File: config.mk
export PLATFORM = sky130hd
export DESIGN_NAME = apb_mem_slave_p_flat
export DESIGN_NICKNAME = d
export VERILOG_FILES = /design/src/rtl/apb_mem_slave_p_if.sv /design/src/rtl/apb_mem_slave_p.sv /design/src/flat_wrapper.sv
export SDC_FILE = /design/constraint.sdc
export NUM_CORES = 1
export LEC_CHECK = 0
export CORE_MARGIN = 5
export CORE_UTILIZATION = 60
export CTS_CLUSTER_DIAMETER = 30
export DETAILED_ROUTE_END_ITERATION = 10
export GPL_TIMING_DRIVEN = 0
export PLACE_DENSITY_LB_ADDON = 0.05
export SKIP_CTS_REPAIR_TIMING = 1
export SYNTH_ARGS = -nofsm -noshare
export SYNTH_HDL_FRONTEND = slang
export SYNTH_SLANG_ARGS = --single-unit
File: constraint.sdc
create_clock -name clk -period 2.75 [get_ports clk]
set_input_delay 0.4125 -clock clk [delete_from_list [all_inputs] [get_ports clk]]
set_output_delay 0.4125 -clock clk [all_outputs]
set_load 0.1 [all_outputs]
File: src/rtl/apb_mem_slave_p_if.sv
// APB4 bus bundle between the existing APB master and one apb_mem_slave_p slot.
// Latency: none, wires only.
// Backpressure: the completer stretches transfers through pready.
// APB_SLV_PROT_EN adds the pprot field.
interface apb_mem_slave_p_if #(
    parameter int AW = 8,
    parameter int DW = 32
);
    logic            psel;
    logic            penable;
    logic            pwrite;
    logic [AW-1:0]   paddr;
    logic [DW-1:0]   pwdata;
    logic [DW/8-1:0] pstrb;
`ifdef APB_SLV_PROT_EN
    logic [2:0]      pprot;
`endif
    logic            pready;
    logic [DW-1:0]   prdata;
    logic            pslverr;

    modport master (
`ifdef APB_SLV_PROT_EN
        output pprot,
`endif
        output psel, penable, pwrite, paddr, pwdata, pstrb,
        input  pready, prdata, pslverr
    );

    modport slave (
`ifdef APB_SLV_PROT_EN
        input  pprot,
`endif
        input  psel, penable, pwrite, paddr, pwdata, pstrb,
        output pready, prdata, pslverr
    );
endinterface

File: src/rtl/apb_mem_slave_p.sv
// APB4 completer backed by a DEPTH x DW register-file memory with byte strobes and PSLVERR.
// Latency: SETUP to pready=1 takes WAIT_CYCLES+1 cycles (2-cycle transfer when WAIT_CYCLES=0).
// Backpressure: holds pready=0 for WAIT_CYCLES ACCESS cycles; psel drop in ACCESS aborts.
// Optional macro APB_SLV_PROT_EN: adds pprot; unprivileged writes (pprot[0]=0) complete with an error.
module apb_mem_slave_p #(
    parameter int AW          = 8,
    parameter int DW          = 32,   // 8, 16, 32 or 64
    parameter int DEPTH       = 16,   // DEPTH*(DW/8) must fit in 2^AW bytes
    parameter int WAIT_CYCLES = 0     // 0..15
) (
    input  logic               clk,
    input  logic               rst,
    apb_mem_slave_p_if.slave   s
);
    localparam int NB    = DW / 8;
    localparam int ALIGN = $clog2(NB);
    localparam int IW    = AW - ALIGN;
    localparam int MIW   = (DEPTH > 1) ? $clog2(DEPTH) : 1;

    localparam logic [IW:0] DEPTH_L = (IW+1)'(DEPTH);
    localparam logic [3:0]  WAIT_L  = 4'(WAIT_CYCLES);

    localparam logic [0:0] ST_IDLE   = 1'b0;
    localparam logic [0:0] ST_ACCESS = 1'b1;

    logic [0:0]     state_q;
    logic [3:0]     cnt_q;
    logic           err_q;
    logic           write_q;
    logic [MIW-1:0] idx_q;
    logic [DW-1:0]  rdata_q;
    logic [DW-1:0]  mem_q [DEPTH];

    logic           misalign;
    logic [IW-1:0]  idx_full;
    logic [MIW-1:0] idx_mem;
    logic           prot_err;
    logic           setup_err;
    logic           setup;
    logic           complete;

    // Word index and error decode, only meaningful in the SETUP cycle.
    assign idx_full = s.paddr[AW-1:ALIGN];
    assign idx_mem  = idx_full[MIW-1:0];

    generate
        if (ALIGN == 0) begin : g_noalign
            assign misalign = 1'b0;
        end else begin : g_align
            assign misalign = |s.paddr[ALIGN-1:0];
        end
    endgenerate

`ifdef APB_SLV_PROT_EN
    logic unused_prot_hi;
    assign unused_prot_hi = ^s.pprot[2:1];
    assign prot_err       = s.pwrite && !s.pprot[0];
`else
    assign prot_err       = 1'b0;
`endif

    assign setup_err = misalign || ({1'b0, idx_full} >= DEPTH_L) || prot_err;
    assign setup     = (state_q == ST_IDLE) && s.psel && !s.penable;
    // Completion requires psel still high; a dropped psel is an abort, not a completion.
    assign complete  = (state_q == ST_ACCESS) && s.psel && (cnt_q == 4'd0);

    // Response outputs are decoded from state and counter so pready lands exactly when the count expires.
    assign s.pready  = (state_q == ST_ACCESS) && (cnt_q == 4'd0);
    assign s.pslverr = s.pready && err_q;
    assign s.prdata  = (state_q == ST_ACCESS) ? rdata_q : '0;

    // Transfer FSM: capture the SETUP request, count wait states, return to IDLE on completion or abort.
    always_ff @(posedge clk) begin
        if (rst) begin
            state_q <= ST_IDLE;
            cnt_q   <= 4'd0;
            err_q   <= 1'b0;
            write_q <= 1'b0;
            idx_q   <= '0;
            rdata_q <= '0;
        end else begin
            case (state_q)
                ST_IDLE: begin
                    if (setup) begin
                        state_q <= ST_ACCESS;
                        cnt_q   <= WAIT_L;
                        err_q   <= setup_err;
                        write_q <= s.pwrite;
                        idx_q   <= idx_mem;
                        rdata_q <= (!s.pwrite && !setup_err) ? mem_q[idx_mem] : '0;
                    end
                end
                default: begin
                    if (!s.psel) begin
                        state_q <= ST_IDLE;
                        rdata_q <= '0;
                    end else if (cnt_q != 4'd0) begin
                        cnt_q <= cnt_q - 4'd1;
                    end else begin
                        state_q <= ST_IDLE;
                        rdata_q <= '0;
                    end
                end
            endcase
        end
    end

    // Memory: cleared by reset, byte-lane write on an error-free completing write using live pwdata/pstrb.
    always_ff @(posedge clk) begin
        if (rst) begin
            for (int i = 0; i < DEPTH; i++) begin
                mem_q[i] <= '0;
            end
        end else if (complete && write_q && !err_q) begin
            for (int b = 0; b < NB; b++) begin
                if (s.pstrb[b]) begin
                    mem_q[idx_q][b*8 +: 8] <= s.pwdata[b*8 +: 8];
                end
            end
        end
    end
endmodule

File: src/flat_wrapper.sv
// flat-port wrapper written by rule: the top's interface ports become plain ports
module apb_mem_slave_p_flat 
#(
    parameter int AW          = 8,
    parameter int DW          = 32,                     
    parameter int DEPTH       = 16,                                         
    parameter int WAIT_CYCLES = 0             
)
  (clk, rst, s_psel, s_penable, s_pwrite, s_paddr, s_pwdata, s_pstrb, s_pready, s_prdata, s_pslverr);
  apb_mem_slave_p_if #(.AW(AW), .DW(DW)) s_i ();
  input  logic clk;
  input  logic rst;
  input wire logic [$bits(s_i.psel)-1:0] s_psel;
  input wire logic [$bits(s_i.penable)-1:0] s_penable;
  input wire logic [$bits(s_i.pwrite)-1:0] s_pwrite;
  input wire logic [$bits(s_i.paddr)-1:0] s_paddr;
  input wire logic [$bits(s_i.pwdata)-1:0] s_pwdata;
  input wire logic [$bits(s_i.pstrb)-1:0] s_pstrb;
  output wire logic [$bits(s_i.pready)-1:0] s_pready;
  output wire logic [$bits(s_i.prdata)-1:0] s_prdata;
  output wire logic [$bits(s_i.pslverr)-1:0] s_pslverr;
  assign s_i.psel = s_psel;
  assign s_i.penable = s_penable;
  assign s_i.pwrite = s_pwrite;
  assign s_i.paddr = s_paddr;
  assign s_i.pwdata = s_pwdata;
  assign s_i.pstrb = s_pstrb;
  assign s_pready = s_i.pready;
  assign s_prdata = s_i.prdata;
  assign s_pslverr = s_i.pslverr;
  apb_mem_slave_p #(.AW(AW), .DW(DW), .DEPTH(DEPTH), .WAIT_CYCLES(WAIT_CYCLES)) u_core (.clk(clk), .rst(rst), .s(s_i));
endmodule
; ---- Word-level counts from Yosys, hierarchy flattened
; Memory sizes are Yosys's and may differ from the RTL's.
; Index checks and enable logic that the tools add are counted.
; Widths: inputs -> output; s select.
[word_totals]
ff_bits = 43
ram_bits = 512
input_bits = 49
out_inout_bits = 34
elab_cells = 70
n_memories = 1
[classes]
addsub = 1
n_lt_le_gt_ge = 1
eq_ne = 3
n_mux = 35
bitwise = 1
n_reduce_logical = 22
[mem_list]
columns = name, depth, word_bits, rd, rd_clocked_by_memory_dff, wr, line_no
row1 = u_core.mem_q, 16, 32, 1, 0, 16, apb_mem_slave_p.sv:32  ; logic [DW-1:0] mem_q [DEPTH];
[ops]
columns = cell, count
row1 = $mux 32, 7
row2 = $reduce_or 32->1, 1
row3 = $mux 4, 6
row4 = $mux 1, 22
row5 = $logic_and 1x1->1, 9
row6 = $ge 6x5->1 const B, 1
row7 = $logic_not 1->1, 4
row8 = $logic_not 4->1, 1
row9 = $ne 2x2->1 const B, 2
row10 = $reduce_and 2->1, 2
row11 = $reduce_bool 4->1, 1
row12 = $sub 4x1->4 const B, 1
row13 = $ne 3x3->1 const B, 1
row14 = $reduce_and 3->1, 1
row15 = $reduce_bool 2->1, 1
row16 = $reduce_or 2->1, 1
row17 = $logic_or 1x1->1, 1
row18 = $not 1->1, 1

; ---- Longest topological paths before layout
[logic_depth]
depth_word = 9
mapped_depth = 7
ltp_nobuf = 6

; ---- Worst setup path after synthesis
; No wires, ideal clock.
[synth_timing]
path_kind = register to register
start = register u_core.cnt_q[0]
end = memory u_core.mem_q[14][24], enable pin
setup_time_ps = 310
t_arrival_ps = 2237
t_required_ps = 2440
slack_ps = 203
stages_incl_launch_ff = 8
n_path_buf = 1
synth_period_minus_slack_ps = 2547
path_cell_list = dfxtp_1 > inv_1 > ha_1 > and4bb_2 > buf_2 > nand2_1 > nor3_1 > or2_2
[synth_rtl]
columns = element, line_no
row1 = start: declaration, apb_mem_slave_p.sv:27  ; logic [3:0] cnt_q;
row2 = start signal: assignment, apb_mem_slave_p.sv:98  ; cnt_q <= cnt_q - 4'd1;
row3 = end: declaration, apb_mem_slave_p.sv:32

==> metrics <==
Yosys reg bits ~560; Syn Nets 1702; initial antenna violation count 1; Layout Cells excl Fill 2488; Initial Util 0.6045; critical path's slowest cell nor3_1; fillers 2592; Cell Area, Synth ~0.025 mm^2; grt total ovfl 0; vias in the first global route ~16000; Critical Path Fanout Max 10; status finished, violations left; Post-Place Cells roughly 2300; Die Height 215.1 um; share of cells above drive strength 1 0.2791; MaxCap Viol Count 0; Hold Path Class flop to flop; num ports slightly above 80; Nets 1900; CP peak stage delay approximately 0.98 ns; FF-to-FF setup slack -0.16 ns; vias per cell roughly 6.1; TritonRoute pass-1 iters 6; Layout area overhead 22.42%; Sink Count ~560; Core Box Area roughly 0.042 mm^2; CP cell instances nand2_1 -> clkbuf_1 -> nor3_1 -> or2_2; first-pass GRT wire length 96.90 mm; DRC 0; post-synthesis sequential area ratio 0.6431; Pins Over Slew Limit 0; wire length per cell 25.87 um; Synth cell types 35; crit path launch type flop; clock slew at reported path FFs roughly 0.050 ns; Syn Inst Count roughly 1700; Design Area, Final about 0.03 mm^2; Avg Cell Area, Syn roughly 15 um^2; placed cell area ~0.027 mm^2; Worst-Skew Late Latency ~0.65 ns; setup slack at placement -1.227 ns; failing checks negative setup slack; # diodes 0; Pleak roughly 0.012 uW; CTS tree yes; Routed WL around 64 mm; die area 0.04628 mm^2; CP required 3.08 ns; Slew headroom 0.2163; Row Count 75; Num CTS Buffers roughly 110; PwrDens just over 800 mW/mm^2; dpl hpwl roughly 43 mm; fin crit share 1.057; post-route ant nets 0; Ys Warns 0; Final Hold Violating Endpoints 0; Setup crit end kind flop; port bufs a little under 80; minimum clock period between 2 and 3 ns; Clock Tree Root clkbuf_16; CP arrival ~3.2 ns; 1st-iter DRT viols ~1600; fmax 344.1 MHz; largest net degree at the start of global routing 16; critical path class flop to flop; Clock Tree Buf Depth 3; RSZ-0062 raised after global routing true; Final Setup Violations roughly 50; Worst Setup Slack, final -0.1558 ns; Overall Global Routing Usage 0.2798; Worst Tran Pin Value ~1.2 ns; GP Congestion 0.8313; Die Width approximately 220 um; clk_skew 0.02281 ns; vias 15060; H-tree depth 3; VDD IR max between 0.0005 and 0.0006 V
==> layout by cell type, fill, tap and decap left out, types with 3 or more instances in the layout <==
master | netlist | routed
clkbuf_8 | 0 | 9
inv_6 | 0 | 8
mux2_2 | 32 | 32
nor3_2 | 16 | 19
mux4_2 | 128 | 128
clkbuf_4 | 0 | 4
clkinv_2 | 0 | 11
nor2_1 | 69 | 46
buf_4 | 5 | 8
edfxtp_1 | 512 | 512
clkinv_1 | 0 | 8
mux2i_1 | 37 | 37
a221o_1 | 32 | 32
buf_1 | 9 | 10
clkdlybuf4s50_1 | 0 | 45
bufinv_16 | 0 | 18
nand3_1 | 11 | 9
nor2_2 | 0 | 16
nor2b_1 | 3 | 3
or2_2 | 66 | 66
nor3_1 | 25 | 9
and2_1 | 545 | 545
clkbuf_2 | 0 | 30
clkinvlp_4 | 0 | 23
inv_1 | 3 | 3
a21oi_1 | 3 | 3
clkinv_4 | 0 | 7
dfxtp_1 | 43 | 43
nor2_4 | 0 | 7
nand2_1 | 7 | 6
clkbuf_16 | 0 | 115
buf_2 | 17 | 19
nor3_4 | 0 | 13
clkbuf_1 | 69 | 76
==> cells by family after synthesis <==
family          count (synthesis)  share of synthesized area
simple gates                  755                     0.1812
buf+inv                       103                    0.01690
mux                           197                     0.1431
flops                         555                     0.6431
xor+xnor                        2                  0.0006940
compound gates                 39                    0.01447
fa+ha+maj                       1                  0.0004956
==> through the flow <==
stage / power, uW / util / hold slack, ns / setup TNS [ns]
floorplan: 10350 / - / 0.4467 / 0
global placement: 10800 / 0.6396 / 0.4613 / -405.07
detailed placement: 10830 / 0.6396 / 0.4664 / -446.90
CTS: 24890 / 0.7361 / 0.4807 / -84.07
global route: 25500 / 0.7401 / 0.4885 / -11.75
finish: 24850 / 0.7401 / 0.4786 / -3.417
==> layout make-up <==
type	count	area, um^2	area share
buffer	100	422.9	0.01368
clock buffer	136	3047	0.09858
clock inverter	78	982.2	0.03178
inverter	3	11.26	0.0003644
multi-input combinational	994	8855	0.2865
sequential	555	16240	0.5253
tap	539	674.4	0.02182
timing repair buffer	83	676.9	0.02190
==> worst max-delay path, delay by kind of cell, from the launching register on <==
kind | cells | cell delay (ns)
AND/OR/NAND/NOR | 3 | 1.63
buffers and inverters | 1 | 0.45
flip-flops | 1 | 0.49
==> registers in the layout, indices dropped and copies added, names as in the netlist <==
name / count
u_core.state_q: 1
u_core.write_q: 1
u_core.cnt_q: 4
u_core.err_q: 1
u_core.mem_q: 512
u_core.rdata_q: 32
u_core.idx_q: 4
==> routing by layer <==
metal / global-route usage / share of wire
met1: 0.3749 / 0.40
met2: 0.4600 / 0.50
met3: 0.06544 / 0.075
met4: 0.09217 / 0.028
met5: 0 / 0
==> path summary, 6_finish.rpt <==
| path | startpoint | cells after the start | end |
|---|---|---|---|
| hold / removal | u_core.rdata_q[2]$_SDFFE_PP0P_ | 1 | u_core.rdata_q[2]$_SDFFE_PP0P_ |
| setup / recovery | u_core.idx_q[2]$_SDFFE_PP0P_ | 4 | u_core.mem_q[14][3]$_SDFFCE_PN0P_ |
| hold reg to reg | u_core.rdata_q[2]$_SDFFE_PP0P_ | 1 | u_core.rdata_q[2]$_SDFFE_PP0P_ |
| setup reg to reg | u_core.idx_q[2]$_SDFFE_PP0P_ | 4 | u_core.mem_q[14][3]$_SDFFCE_PN0P_ |
==> report_power, final <==
| part | switching, uW | leakage [uW] | internal, uW |
|---|---|---|---|
| clock network | 4580 | 0.00190 | 9590 |
| logic | 691 | 0.00405 | 453 |
| registers | 77.1 | 0.00565 | 9470 |
==> Yosys cell counts <==
master | n | share of area
a211oi_1 | 1 | 0.00030
a21o_1 | 1 | 0.00030
a21oi_1 | 3 | 0.00059
a221o_1 | 32 | 0.013
a31oi_1 | 1 | 0.00025
and2_1 | 545 | 0.14
and4bb_2 | 2 | 0.00099
buf_1 | 9 | 0.0013
buf_2 | 17 | 0.0034
buf_4 | 5 | 0.0015
clkbuf_1 | 69 | 0.010
dfxtp_1 | 43 | 0.034
edfxtp_1 | 512 | 0.61
ha_1 | 1 | 0.00050
inv_1 | 3 | 0.00045
mux2_2 | 32 | 0.014
mux2i_1 | 37 | 0.015
mux4_2 | 128 | 0.11
nand2_1 | 7 | 0.0010
nand2b_1 | 2 | 0.00050
nand3_1 | 11 | 0.0022
nand3b_1 | 1 | 0.00030
nand4_1 | 2 | 0.00050
nor2_1 | 69 | 0.010
nor2b_1 | 3 | 0.00074
nor3_1 | 25 | 0.0050
nor3_2 | 16 | 0.0063
nor3b_1 | 2 | 0.00059
nor4_1 | 1 | 0.00025
nor4b_2 | 1 | 0.00059
o2111ai_1 | 1 | 0.00035
or2_2 | 66 | 0.016
or3_1 | 2 | 0.00050
xnor2_1 | 1 | 0.00035
xor2_1 | 1 | 0.00035
Note: power is estimated with default switching activity, not from simulation.
